<file path="config.mk">
export PLATFORM = sky130hd
export DESIGN_NAME = memb_pingpong_skew
export DESIGN_NICKNAME = d
export VERILOG_FILES = /design/src/rtl/memb_pkg.sv /design/src/rtl/memb_bank.sv /design/src/rtl/memb_pingpong_skew.sv
export SDC_FILE = /design/constraint.sdc
export NUM_CORES = 1
export LEC_CHECK = 0
export ABC_CLOCK_PERIOD_IN_PS = 17370
export BUFFER_PORTS_ARGS = -buffer_cell sky130_fd_sc_hd__buf_2
export CORE_MARGIN = 2
export CORE_UTILIZATION = 35
export DETAILED_ROUTE_END_ITERATION = 8
export GPL_ROUTABILITY_DRIVEN = 0
export PLACE_DENSITY_LB_ADDON = 0.25
export SLEW_MARGIN = 30
export SYNTH_ARGS = -nofsm -noshare
export SYNTH_HDL_FRONTEND = slang
export SYNTH_SLANG_ARGS = --single-unit
export TNS_END_PERCENT = 30
</file>
<file path="constraint.sdc">
create_clock -name clk -period 17.37 [get_ports clk]
set_input_delay 3.474 -clock clk [delete_from_list [all_inputs] [get_ports clk]]
set_output_delay 3.474 -clock clk [all_outputs]
set_load 0.03 [all_outputs]
</file>
<file path="src/rtl/memb_pkg.sv">
// Shared types and helpers for the double-buffered B-operand memory.
package memb_pkg;

   typedef enum logic [1:0] {
      EMPTY   = 2'd0,
      FILLING = 2'd1,
      FULL    = 2'd2,
      READING = 2'd3
   } bank_state_t;

   typedef enum logic {
      IDLE   = 1'b0,
      STREAM = 1'b1
   } rd_state_t;

   // Stream cycles per matrix: the skewed diagonal needs 2*DIM-1 cycles to drain.
   function automatic int unsigned stream_len(input int unsigned dim, input bit skew_en);
      return skew_en ? (2 * dim - 1) : dim;
   endfunction

endpackage

</file>
<file path="src/rtl/memb_bank.sv">
// One DIM x DIM B bank: whole-row write, independent row select per column on read.
module memb_bank
   import memb_pkg::*;
#(
   parameter int unsigned BITS_AB = 8,
   parameter int unsigned DIM     = 8,
   parameter int unsigned ROWBITS = $clog2(DIM)
) (
   input  logic                     clk,
   input  logic                     we,
   input  logic [ROWBITS-1:0]       waddr,
   input  logic [DIM*BITS_AB-1:0]   wdata,
   input  logic [DIM*ROWBITS-1:0]   rrow,
   input  logic [DIM-1:0]           rzero,
   output logic [DIM*BITS_AB-1:0]   rdata_c
);

   // Contents are don't-care after reset, so the array carries no reset.
   logic [DIM*BITS_AB-1:0] mem [DIM];

   always_ff @(posedge clk) begin
      if (we) begin
         mem[waddr] <= wdata;
      end
   end

   // Column c reads element c of its own selected row, or zero padding.
   always_comb begin
      rdata_c = '0;
      for (int c = 0; c < DIM; c++) begin
         if (!rzero[c]) begin
            rdata_c[c*BITS_AB +: BITS_AB] = mem[rrow[c*ROWBITS +: ROWBITS]][c*BITS_AB +: BITS_AB];
         end
      end
   end

endmodule

</file>
<file path="src/rtl/memb_pingpong_skew.sv">
// Ping-pong B memory: fills one bank while the other streams, diagonally skewed,
// into the top edge of the systolic array.
module memb_pingpong_skew
   import memb_pkg::*;
#(
   parameter int unsigned BITS_AB = 8,
   parameter int unsigned DIM     = 8,
   parameter int unsigned SKEW_EN = 1,
   parameter int unsigned ROWBITS = $clog2(DIM)
) (
   input  logic                   clk,
   input  logic                   rst_n,
   input  logic                   wr_valid,
   output logic                   wr_ready,
   input  logic [DIM*BITS_AB-1:0] Bin,
   input  logic                   rd_en,
   output logic [DIM*BITS_AB-1:0] Bout,
   output logic                   bout_valid,
   output logic                   stream_last,
   output logic [1:0]             banks_full
);

   localparam int unsigned SLEN = stream_len(DIM, SKEW_EN != 0);
   localparam int unsigned CNTW = $clog2(2 * DIM);
   localparam int unsigned ROWW = DIM * BITS_AB;

   bank_state_t         bank_st   [2];
   bank_state_t         bank_st_n [2];
   rd_state_t           rd_st;
   logic                wr_bank;
   logic                rd_bank;
   logic [ROWBITS-1:0]  wr_row;
   logic [CNTW-1:0]     t;

   logic                accept;
   logic                wr_done;
   logic                adv;
   logic                fin;
   logic                start;
   logic                chain;
   logic                rd_other;
   logic                wr_bank_n;
   logic                wr_ready_d;
   logic [1:0]          banks_full_d;

   logic [DIM*ROWBITS-1:0] rd_row;
   logic [DIM-1:0]         rd_zero;
   logic [ROWW-1:0]        bank_rdata [2];
   logic [ROWW-1:0]        rd_data_c;

   // Handshake and stream events for this cycle.
   always_comb begin
      rd_other = ~rd_bank;
      accept   = wr_valid && wr_ready;
      wr_done  = accept && (wr_row == ROWBITS'(DIM - 1));
      adv      = (rd_st == STREAM) && rd_en;
      fin      = adv && (t == CNTW'(SLEN - 1));
      chain    = fin && (bank_st[rd_other] == FULL);
      start    = (rd_st == IDLE) && rd_en && (bank_st[rd_bank] == FULL);
   end

   // Bank lifecycle; the write bank only ever holds EMPTY/FILLING and the read
   // bank FULL/READING, so the two sides never update the same entry.
   always_comb begin
      bank_st_n = bank_st;
      if (accept) begin
         bank_st_n[wr_bank] = wr_done ? FULL : FILLING;
      end
      if (start) begin
         bank_st_n[rd_bank] = READING;
      end
      if (fin) begin
         bank_st_n[rd_bank] = EMPTY;
      end
      if (chain) begin
         bank_st_n[rd_other] = READING;
      end
   end

   // A bank freed this cycle is withheld from the writer for one more cycle.
   always_comb begin
      wr_bank_n  = wr_bank ^ wr_done;
      wr_ready_d = ((bank_st_n[wr_bank_n] == EMPTY) || (bank_st_n[wr_bank_n] == FILLING))
                   && !(fin && (rd_bank == wr_bank_n));
      banks_full_d[0] = (bank_st_n[0] == FULL);
      banks_full_d[1] = (bank_st_n[1] == FULL);
   end

   // Column c shows row t-c when skewed; out-of-range rows pad with zero.
   always_comb begin
      rd_row  = '0;
      rd_zero = '0;
      for (int c = 0; c < DIM; c++) begin
         if (SKEW_EN != 0) begin
            if ((CNTW'(c) > t) || ((t - CNTW'(c)) >= CNTW'(DIM))) begin
               rd_zero[c] = 1'b1;
            end else begin
               rd_row[c*ROWBITS +: ROWBITS] = ROWBITS'(t - CNTW'(c));
            end
         end else begin
            rd_row[c*ROWBITS +: ROWBITS] = ROWBITS'(t);
         end
      end
   end

   for (genvar b = 0; b < 2; b++) begin : g_bank
      memb_bank #(
         .BITS_AB (BITS_AB),
         .DIM     (DIM),
         .ROWBITS (ROWBITS)
      ) u_bank (
         .clk     (clk),
         .we      (accept && (wr_bank == 1'(b))),
         .waddr   (wr_row),
         .wdata   (Bin),
         .rrow    (rd_row),
         .rzero   (rd_zero),
         .rdata_c (bank_rdata[b])
      );
   end

   always_comb begin
      rd_data_c = bank_rdata[rd_bank];
   end

   // State, counters and registered outputs.
   always_ff @(posedge clk or negedge rst_n) begin
      if (!rst_n) begin
         bank_st[0]  <= EMPTY;
         bank_st[1]  <= EMPTY;
         rd_st       <= IDLE;
         wr_bank     <= 1'b0;
         rd_bank     <= 1'b0;
         wr_row      <= '0;
         t           <= '0;
         Bout        <= '0;
         bout_valid  <= 1'b0;
         stream_last <= 1'b0;
         wr_ready    <= 1'b1;
         banks_full  <= 2'b00;
      end else begin
         bank_st[0] <= bank_st_n[0];
         bank_st[1] <= bank_st_n[1];
         wr_bank    <= wr_bank_n;
         wr_ready   <= wr_ready_d;
         banks_full <= banks_full_d;

         if (accept) begin
            wr_row <= wr_done ? '0 : wr_row + 1'b1;
         end

         case (rd_st)
            IDLE: begin
               Bout        <= '0;
               bout_valid  <= 1'b0;
               stream_last <= 1'b0;
               if (start) begin
                  rd_st <= STREAM;
                  t     <= '0;
               end
            end
            STREAM: begin
               if (rd_en) begin
                  Bout        <= rd_data_c;
                  bout_valid  <= 1'b1;
                  stream_last <= fin;
                  if (fin) begin
                     t       <= '0;
                     rd_bank <= rd_other;
                     if (!chain) begin
                        rd_st <= IDLE;
                     end
                  end else begin
                     t <= t + 1'b1;
                  end
               end else begin
                  bout_valid  <= 1'b0;
                  stream_last <= 1'b0;
               end
            end
            default: begin
               rd_st <= IDLE;
            end
         endcase
      end
   end

endmodule

</file>
; ---- Word level (Yosys, flattened, before mapping)
; Memory sizes are Yosys's and may differ from the RTL's.
; Cells that the tools add are included.
; W data, S select, Z words.
[word_totals]
regBits = 83
ramBits = 1024
in_bits = 68
out_inout_bits = 69
word_cells = 171
n_memories = 2
[mem_list]
columns = memory, depth, width, read_ports, rd_clocked_by_memory_dff, write_ports, line
row1 = g_bank[0].u_bank.mem, 8, 64, 8, 0, 1, memb_bank.sv:19  ; logic [DIM*BITS_AB-1:0] mem [DIM];
row2 = g_bank[1].u_bank.mem, 8, 64, 8, 0, 1, memb_bank.sv:19
[classes]
addsub = 9
magnitude_cmp = 23
eq_ne = 10
muxes = 76
n_bitwise = 12
reduce_logical = 27
[op_table]
columns = op, n
row1 = $mux W64, 4
row2 = $mux W8, 16
row3 = $pmux W64 S2, 1
row4 = $ge A4 B4 Y1 const B, 8
row5 = $mux W4, 7
row6 = $mux W3, 9
row7 = $mux W2, 13
row8 = $mux W1, 18
row9 = $gt A3 B4 Y1 const A, 4
row10 = $sub A4 B3 Y4 const B, 4
row11 = $logic_and A1 B1 Y1, 14
row12 = $logic_or A1 B1 Y1, 9
row13 = $eq A2 B2 Y1 const B, 4
row14 = $ge A2 B2 Y1 const B, 4
row15 = $gt A1 B4 Y1 const A, 2
row16 = $gt A2 B4 Y1 const A, 2
row17 = $not A1 Y2, 4
row18 = $or A4 B4 Y4, 2
row19 = $pmux W4 S2, 1
row20 = $sub A4 B2 Y4 const B, 2
row21 = $demux W2 S1, 3
row22 = $lt A2 B1 Y1 const B, 3
row23 = $pmux W1 S2, 3
row24 = $add A4 B1 Y4 const B, 1
row25 = other kinds (16), 19

; ---- Depth between registers and ports, before layout
[depth]
ltp_word = 19
mapped_depth = 15
ltp_nobuf = 9

; ---- Hierarchy
; Synthesis repeated with hierarchy kept, for this count alone.
[unflattened]
hier_cells = 2118
hier_area_um2 = 44328.8
[by_module_without_submodules]
columns = module, n_inst, cells_each, area_per_inst_um2, seq_area_each_um2
row1 = memb_bank, 2, 829, 19797.7, 15374.7
row2 = memb_pingpong_skew, 1, 460, 4733.3, 2078.2

; ---- Worst setup path after synthesis
; OpenSTA, ideal clock, no wires.
[synth_timing]
path_type = input to register
startpoint = input wr_valid
endpoint = memory g_bank[0].u_bank.mem[0][0] in the netlist's numbering (enable)
setup_ns = 0.565
t_arrival_ns = 8.354
slack_ns = 8.451
stages = 3
path_buffers = 0
path_cell_list = nand2_1 -> or3_1 -> nor3_1
[synth_via]
elab_chain_len = 4
[synth_lines]
columns = item, line
row1 = start: declaration, memb_pingpong_skew.sv:13  ; input logic wr_valid,
row2 = $logic_and A1 B1 Y1, memb_pingpong_skew.sv:54  ; accept = wr_valid && wr_ready;
row3 = $logic_and A1 B1 Y1, memb_pingpong_skew.sv:113  ; .we (accept && (wr_bank == 1'(b))),
row4 = $mux W1, memb_bank.sv:22  ; if (we) begin
row5 = $mux W1 (implied by the code), memb_bank.sv:23  ; mem[waddr] <= wdata;
row6 = end: declaration, memb_bank.sv:19
; No other way between the ends.

; ---- Worst setup path in the final report
[layout_timing]
startpoint = input wr_valid
endpoint = memory g_bank[0].u_bank.mem[7][63] in the netlist's numbering (enable)
; Same word-level chain as after synthesis.

==> results.toml <==
[yosys]
ys_async_sr_fraction = 0.0750
synth_top_area_cell = "edfxtp_1"
synth_enable_flop_cells = 1024
yosysSeqAreaShare = 0.763
syn_nets = 2680
syn_area_mm2 = 0.0430
synthTopCellsByArea = "edfxtp_1 72%, dfrtp_1 4.8%, mux4_2 3.5%"
post_synth.cell_area_avg_um2 = 16.6
synth.distinct_cells = 73
synth_top_flop_cell = "edfxtp_1"
yosys_warnings = 0
yosysTopAreaCellShare = 0.715
synth_seq_cells = 1107
synthCells = 2597

[worst_hold_path]
worst_hold_path_type = "reg -> reg"
whs_endpoint = "Bout[29]$_DFFE_PN0P_"
hp-start = "Bout[29]$_DFFE_PN0P_"
min_path_cells = 2

[outcome]
run_status = "complete, no violations"

[floorplanning]
initial_core_util = 0.353
die_y_um = 355
num_io_pins = 137
core_area_mm2 = 0.122
rows = 128
dieArea_mm2 = 0.126
die_w_um = 355

[timing]
rsz0062_at_grt = "no"
fin_setup_tns_ps = 0
finalSetupViolations = 0
drv_slew = 0
period_needed_ps = 5480
holdWs_ps = 498
fmax_mhz = 182
setup_ws_ps = 11890
hold_viol = 0
tightest_slew_ps = 967
period_share = 0.316
finalClockSkew_ps = 22.8
maxSlewHeadroom = 0.353

[worst_setup_path]
worstSetupPathType = "in -> reg"
endpoint_kind = "flop"
r2r_setup_slack_ps = 13270
cp_data_arrival_time_ps = 5800
r2r_start = "t[2]$_DFFE_PN0P_"
required_ps = 17690
ff2ff_path_depth = 8
r2r-end = "Bout[23]$_DFFE_PN0P_"
cp-start-kind = "primary input"
crit_fanout = 42

[clock_tree]
clk_pin_slew_ps = 60
cts_tree = "built"
hold_buffers = 0
cts-buffers-inserted = 110
cts_root_buf = "clkbuf_16"
post_cts_buffers = 0
clock_sinks = 1107
worstSkewPairLatency_ps = 700
cts_max_level = 3
cts_resized = 0
cts_buffer_depth = 3

[placement]
dpl_cell_area_mm2 = 0.0458
post-dp-hpwl_mm = 66.1
portBuffers = 136
pre_cts_ws_ps = 11150

[global_routing]
grt_pass1_vias = 24400
grt_pass1_wl_mm = 164
gr-total-overflow = 0
grt_max_degree = 68
antenna_found_initial = 13
grt_usage = 0.174

[power]
pwr-share-clk = 0.315
powerDensity_mw_per_mm2 = 152
vdd_drop_max_v = 0.000129
p_sw_frac = 0.316
internal-power_mw = 5.14
pwr-share-comb = 0.249
p_switching_mw = 2.38
seqPwrFrac = 0.436
leakage_nw = 16.5
total_power_mw = 7.51

[detailed_routing]
wl_per_cell_um = 24.7
drc = 0
wl_mm = 110
drtAntennaViolNets = 0
dr.first_iter.drc_count = 2240
first_pass_iters = 8
vias_per_cell = 5.37
vias = 24000

[final_layout]
postLayoutCellArea_mm2 = 0.0494
drive_above_1_share = 0.167
num_antenna_cells = 0
syn2layout_area_growth_pct = 15.0
nNetsFinal = 2836

[run]
cap_violations = 0
worst max-delay path, stage by stage:
cell,delay (ps)
buf_2,140
nand2_1,180
nor2_1,200
nand2_1,240
nor2_4,810
buf_4,700
power groups by stage:
stage / logic [mW] / registers [mW] / clock network, mW
2_1_floorplan: 1.26 / 3.32 / 0
3_3_place_gp: 1.85 / 3.32 / 0
3_5_place_dp: 1.88 / 3.33 / 0
4_1_cts: 1.89 / 3.27 / 2.42
5_1_grt: 2.04 / 3.29 / 2.52
6_report: 1.87 / 3.27 / 2.37
worst max path at each step:
| stage | startpoint | endpoint | slack (ps) | depth (start not counted) |
|---|---|---|---|---|
| after CTS | wr_valid | g_bank[0].u_bank.mem[7][15]$_DFFE_PP_ | 11880 | 6 |
| final | wr_valid | g_bank[0].u_bank.mem[7][63]$_DFFE_PP_ | 11890 | 6 |
| after global routing | wr_valid | g_bank[0].u_bank.mem[7][15]$_DFFE_PP_ | 11710 | 6 |
| after global placement | wr_valid | g_bank[0].u_bank.mem[1][1]$_DFFE_PP_ | 11060 | 5 |
| after detailed placement | wr_valid | g_bank[0].u_bank.mem[7][40]$_DFFE_PP_ | 11150 | 6 |
| after floorplan | wr_valid | g_bank[0].u_bank.mem[0][0]$_DFFE_PP_ | 8450 | 3 |
sequential cells by signal (all words and copies together) (netlist names), 2 cells and up:
signal and count:
g_bank.u_bank.mem 1024, banks_full 2, t 4, Bout 64
bank_st 4, wr_row 3
cells by family after synthesis:
group / synth area share
AO/OA/AOI/OAI: 0.0774
XOR/XNOR: 0.00268
adder cells (fa/ha/maj): 0.00436
buffers and inverters: 0.0164
flip-flops: 0.763
multiplexers: 0.0655
AND/OR/NAND/NOR: 0.0703
placed cells by master, fill, tap and decap left out, types with 15 or more instances in the layout:
master,n
edfxtp_1,1024
clkinv_1,17
buf_4,53
nor2_4,15
a32oi_1,21
a22o_1,17
clkinv_2,21
a31oi_1,32
a311oi_1,18
o21ai_0,27
mux2i_1,116
a21oi_1,67
a22oi_1,20
a211oi_1,19
a221oi_1,85
a221o_1,40
nor3_1,24
mux4_2,67
buf_2,135
clkbuf_1,34
nand3_1,93
nand2_1,347
dfrtp_1,81
nor2_1,65
nor2b_1,26
clkbuf_16,113
nand4_1,47
stage by stage:
stage,util,std cells
final,0.406,4474
after global routing,0.406,4474
after CTS,0.405,4472
after detailed placement,0.376,4264
after global placement,0.374,4258
after floorplan,-,2597
synthesized netlist by cell type, types with 30 or more instances:
library cell	count
a21oi_1	69
a221o_1	40
a221oi_1	85
a31oi_1	32
buf_2	38
clkbuf_1	86
dfrtp_1	82
edfxtp_1	1024
mux2i_1	116
mux4_2	67
nand2_1	347
nand3_1	93
nand4_1	47
nor2_1	78
nor3_1	30
per-layer routing:
layer | global-route usage | wire (µm)
met2 | 0.288 | 53500
met1 | 0.236 | 47600
met3 | 0.0310 | 6630
met5 | 0 | 72
met4 | 0.0484 | 2520
layout make-up:
type	count	area (µm²)
Clock inverter	58	621
Sequential cell	1107	32800
Tap cell	1625	2030
Timing Repair Buffer	196	1280
Multi-Input combinational cell	1328	9640
Inverter	10	40.0
Clock buffer	150	3000
Fill cell	10900	72400
Power figures use the tool's default switching activity.
